<file path="config.mk">
export PLATFORM = sky130hd
export DESIGN_NAME = program_counter
export DESIGN_NICKNAME = d
export VERILOG_FILES = /design/src/rtl/program_counter.sv
export SDC_FILE = /design/constraint.sdc
export NUM_CORES = 1
export LEC_CHECK = 0
export ABC_AREA = 1
export CAP_MARGIN = 25
export CELL_PAD_IN_SITES_DETAIL_PLACEMENT = 1
export CELL_PAD_IN_SITES_GLOBAL_PLACEMENT = 2
export CORE_ASPECT_RATIO = 1.1
export CORE_MARGIN = 2
export CORE_UTILIZATION = 20
export DETAILED_ROUTE_END_ITERATION = 16
export GPL_ROUTABILITY_DRIVEN = 0
export PLACE_DENSITY = 0.75
export SLEW_MARGIN = 20
export SYNTH_ARGS = -nofsm -noshare
export SYNTH_HDL_FRONTEND = slang
export SYNTH_SLANG_ARGS = --single-unit
export TNS_END_PERCENT = 20
</file>
<file path="constraint.sdc">
create_clock -name PC_clk -period 1.3 [get_ports PC_clk]
set_clock_uncertainty 0.05 [all_clocks]
set_input_delay 0.39 -clock PC_clk [delete_from_list [all_inputs] [get_ports PC_clk]]
set_output_delay 0.39 -clock PC_clk [all_outputs]
set_load 0.005 [all_outputs]
</file>
<file path="src/rtl/program_counter.sv">
// Program counter: a single WIDTH-bit register that resets, loads a jump
// target, or advances by INCR each rising clock edge (priority in that order).
module program_counter #(
  parameter int unsigned          WIDTH      = 32,
  parameter logic [WIDTH-1:0]     RESET_ADDR = '0,
  parameter int unsigned          INCR       = 4
) (
  input  logic             PC_rst,
  input  logic             PC_clk,
  input  logic             PC_jump_enb,
  input  logic [WIDTH-1:0] PC_jump_add,
  output logic [WIDTH-1:0] PC_counter
);

  localparam logic [WIDTH-1:0] STEP = WIDTH'(INCR);

  // Increment wraps modulo 2^WIDTH; jump targets are taken unmasked.
  always_ff @(posedge PC_clk) begin
    if (PC_rst) begin
      PC_counter <= RESET_ADDR;
    end else if (PC_jump_enb) begin
      PC_counter <= PC_jump_add;
    end else begin
      PC_counter <= PC_counter + STEP;
    end
  end

endmodule

</file>
---- Word-level counts from Yosys, hierarchy flattened ----
Cells that the tools add are included.
operators by class
  $add $sub $neg .......................... 1
  muxes and demuxes ....................... 1
operator list
  kind                                                             number
  32-bit by 3-bit adder with 32-bit output, second input constant  1
  32-bit 2-to-1 mux                                                1
word-level totals
  bits in registers ....................... 32
  input bits .............................. 35
  output and inout port bits .............. 32
  word-level logic and storage cells ...... 3

---- Logic depth before layout (Yosys ltp) ----
Gate-level depths: netlist of run 1.
  depth after elaboration ................. 2
  gate-level depth with buffers ........... 9
  depth with buffers taken out ............ 9

---- Least setup slack after synthesis of run 1 ----
No wires, ideal clock.
  path kind ............................... register -> register
  start point ............................. register PC_counter[2]
  end point ............................... register PC_counter[26]
  setup time .............................. 0.117 ns
  data arrival time ....................... 1.289 ns
  data required time ...................... 1.133 ns
  slack ................................... -0.156 ns
  cell stages (with the launch flop) ...... 9
  buffers on the path ..................... 0
  period minus slack after synthesis ...... 1.456 ns
  cells stage by stage .................... dfxtp_1 -> ha_1 -> inv_1 -> nor2_4 -> nand2_2 -> nor2_2 -> a21oi_1 -> nor2_1 -> nor2_1
on the way
  word-level cells in the longest chain between the ends .. 2
ends and longest elaborated chain
  item                                      RTL line  text
  start: declaration                        12        output logic [WIDTH-1:0] PC_counter
  start signal: assignment                  22        PC_counter <= PC_jump_add;
  start signal: assignment                  24        PC_counter <= PC_counter + STEP;
  32-bit by 3-bit adder with 32-bit output  24
  32-bit 2-to-1 mux                         21        end else if (PC_jump_enb) begin
No other way between the ends.
A chain may end at the register's enable or synchronous reset.

---- Worst setup path after layout of run 1 ----
  start point ............................. register PC_counter[5]
  end point ............................... register PC_counter[18]
The elaborated chain is that of the path after synthesis.

==> results by group, run 1 <==
Status
  • Outcome: finished, violations left
  • Failing checks: negative setup slack

Clocking
  • CTS Buf Count: 5
  • CTS clk-pin slew, worst paths: ~70 ps
  • Clock Latency Late Sink: ~300 ps
  • Root Driver: clkbuf_8
  • Clock tree sinks: 32
  • CTS tree: done
  • H-tree lvl count: 2
  • Clock Tree Buf Depth: 2

Routing
  • Vias per inst: 4.390
  • DR iter-0 viols: 33
  • Via count: ~2600
  • Routed WL per cell: 14.12 um
  • Final ANT Viol Nets: 0
  • Post-route DRC violation count: 0
  • DRT Pass-1 Iters: 5
  • DRT Wirelength: 8471 um

GRT
  • Vias in the first global route: 2765
  • Largest net degree at the start of global routing: 29
  • Global-route usage over all layers: 15.23%
  • Global-route wire length before repair: 13070 um
  • Overflow after GRT: 0
  • Initial antenna violation count: 0

Critical path
  • Worst EP arrival: around 1600 ps
  • Reg2reg setup slack: -130 ps
  • Worst path required time: 1450 ps
  • CP Max Fanout: 4
  • CP endpoint kind: register
  • Worst reg2reg path depth: 9
  • R2r endpoint: PC_counter[18]$_SDFF_PP0_
  • RR Startpoint: PC_counter[5]$_SDFF_PP0_
  • CP startpoint kind: register
  • Critical path class: register to register

Yosys
  • Syn nets: between 300 and 400
  • Seq/Total Area, Yosys: between 30% and 40%
  • Mapped Cells: 351
  • Share of the synthesized area in the top cell type: 31.20%
  • YS warnings: 0
  • Top cells by count, synth: 91 x nor2_1, 83 x nand2_1, 41 x inv_1
  • Post-synth top area cell: dfxtp_1
  • Synth Flop Type: dfxtp_1
  • Synth top area cells: dfxtp_1 31%, nor2_1 17%, nand2_1 15%
  • Post-synth EDFFs: 0
  • Synth unique cells: 22
  • Async S/R FF share, synth: 0%
  • Most frequent cell after synthesis: nor2_1
  • FF+latch count, synth: 32
  • Post-Syn Area: 0.002053 mm2
  • Post-Syn Area per Cell: around 5.8 um2

STA
  • Worst slew margin: 83.62%
  • Peak Freq: 700.3 MHz
  • Count of final max-slew check failures: 0
  • Post-layout worst setup margin: -127.9 ps
  • Unrepaired setup endpoints after global routing: yes
  • Worst Tran Pin Value: 245.2 ps
  • Final period util: 109.8%
  • # setup viols final: 23
  • Tmin final: 1428 ps
  • Final Hold Vio Count: 0

Run
  • Max-cap violations: 0

Final layout
  • Largest registers: PC_counter (32)
  • Fin nets: 515
  • # fillers: 1243
  • Synthesis-to-layout area growth: 87.32%
  • Core Util, Final: 38.71%
  • Share of layout cells above drive strength 1: 43.33%
  • Most flops, register: PC_counter
  • Antenna diode count: 0
  • Max FFs per register: 32
  • Fin cells: 600

Pwr
  • Peak VDD IR: 0.0003766 V
  • Static leakage: 1.752 nW
  • Total power per unit cell area: 709.4 mW/mm2

Hold path
  • Hold_sp: PC_counter[0]$_SDFFE_PP0P_
  • Hold crit path type: register to register
  • Min-Delay Endpoint: PC_counter[0]$_SDFFE_PP0P_
  • Hold Path Cell Cnt: 2

Placement
  • Final HPWL DP: between 6000 and 7000 um
  • Port buffer count: 66
  • Placed Cells: about 570

Floorplanning
  • Chip Height: 110.3 um
  • Row cnt: 38
  • Die ar.: about 0.011 mm2
  • Core area: about 0.0099 mm2
  • I/O pin cnt: 67
  • Initial core utilization: 20.66%
  • Die width: 100.6 um
==> cell families after synthesis <==
kind of cell             synth area share (%)
adder cells (fa/ha/maj)                0.6093
AO/OA/AOI/OAI                           8.166
buffers and inverters                   9.689
flip-flops                              31.20
XOR/XNOR                                3.839
AND/OR/NAND/NOR                         46.50
==> worst max path at each step <==
stage | startpoint | to | slack, ps | cells after the start
4_1_cts | PC_counter[17]$_SDFF_PP0_ | PC_counter[19]$_SDFF_PP0_ | -100 | 8
3_3_place_gp | PC_rst | PC_counter[2]$_SDFF_PP0_ | -250 | 4
5_1_grt | PC_counter[10]$_SDFF_PP0_ | PC_counter[13]$_SDFF_PP0_ | -210 | 9
2_1_floorplan | PC_counter[2]$_SDFF_PP0_ | PC_counter[26]$_SDFF_PP0_ | -10 | 8
3_5_place_dp | PC_rst | PC_counter[2]$_SDFF_PP0_ | -370 | 4
6_report | PC_counter[5]$_SDFF_PP0_ | PC_counter[18]$_SDFF_PP0_ | -130 | 9
==> critical path, stage by stage, from the launching register on <==
cell	delay (ps)
dfxtp_2	350
buf_6	110
buf_6	110
nand2_4	70
nor2_4	130
nand2_4	100
o21ai_1	200
nand3_1	100
nand2_1	70
inv_1	30
==> layer usage <==
layer	GRT usage (%)	routed length, um
met2	29.05	4502
met5	0	0
met1	17.55	3512
met3	2.648	349
met4	3.523	107
==> repair_timing <==
| action | CTS | global route |
|---|---|---|
| setup buffers | 19 | 6 |
| endpoints found under the setup margin | 59 | 47 |
| hold buffers | 0 | 0 |
| gates resized for setup | 187 | 83 |
| pin swaps | 22 | 28 |
==> per-stage QoR <==
step	total power [mW]	setup TNS, ps	hold slack [ps]	setup slack [ps]	cell area [um2]
floorplan	1.367	-40.99	432.1	-11.39	2073
global placement	1.765	-8833	447.7	-249.7	3161
detailed placement	1.775	-9910	474.0	-368.3	3161
CTS	2.683	-1741	477.6	-101.3	3631
global route	2.892	-3646	492.0	-206.3	3846
finish	2.729	-1482	467.1	-127.9	3846
==> where the power goes <==
part           internal, mW  total, mW  switching (mW)
Sequential             1.05       1.12          0.0660
Combinational         0.410      0.759           0.349
Clock                 0.423      0.851           0.428
Total                  1.89       2.73           0.843
==> layout by cell type, fill, tap and decap left out, types with 9 or more instances in the layout <==
master / instances
nor2_1: 63
inv_1: 39
clkbuf_2: 12
nand3_1: 23
dfxtp_2: 15
nand2_1: 56
buf_4: 47
buf_6: 18
nor2_2: 14
o21ai_0: 13
nor2_4: 24
clkdlybuf4s15_1: 9
dfxtp_4: 15
clkdlybuf4s50_1: 32
nand2_4: 14
nand2_2: 17
==> area by class of cell <==
class	count	area (um2)	share of cell area, %
multi-input combinational	268	1595	41.48
clock buffer	6	82.58	2.147
timing repair buffer	130	1131	29.41
clock inverter	2	10.01	0.2602
tap	120	150.1	3.904
inverter	42	161.4	4.196
sequential	32	715.7	18.61
Power figures use the tool's default switching activity.
==> inputs of run 2 (changes only) <==
Settings changed: HOLD_SLACK_MARGIN set to 0.1.
==> results of run 2 <==
Final layout, timing and power as in run 1 (identical DEF).
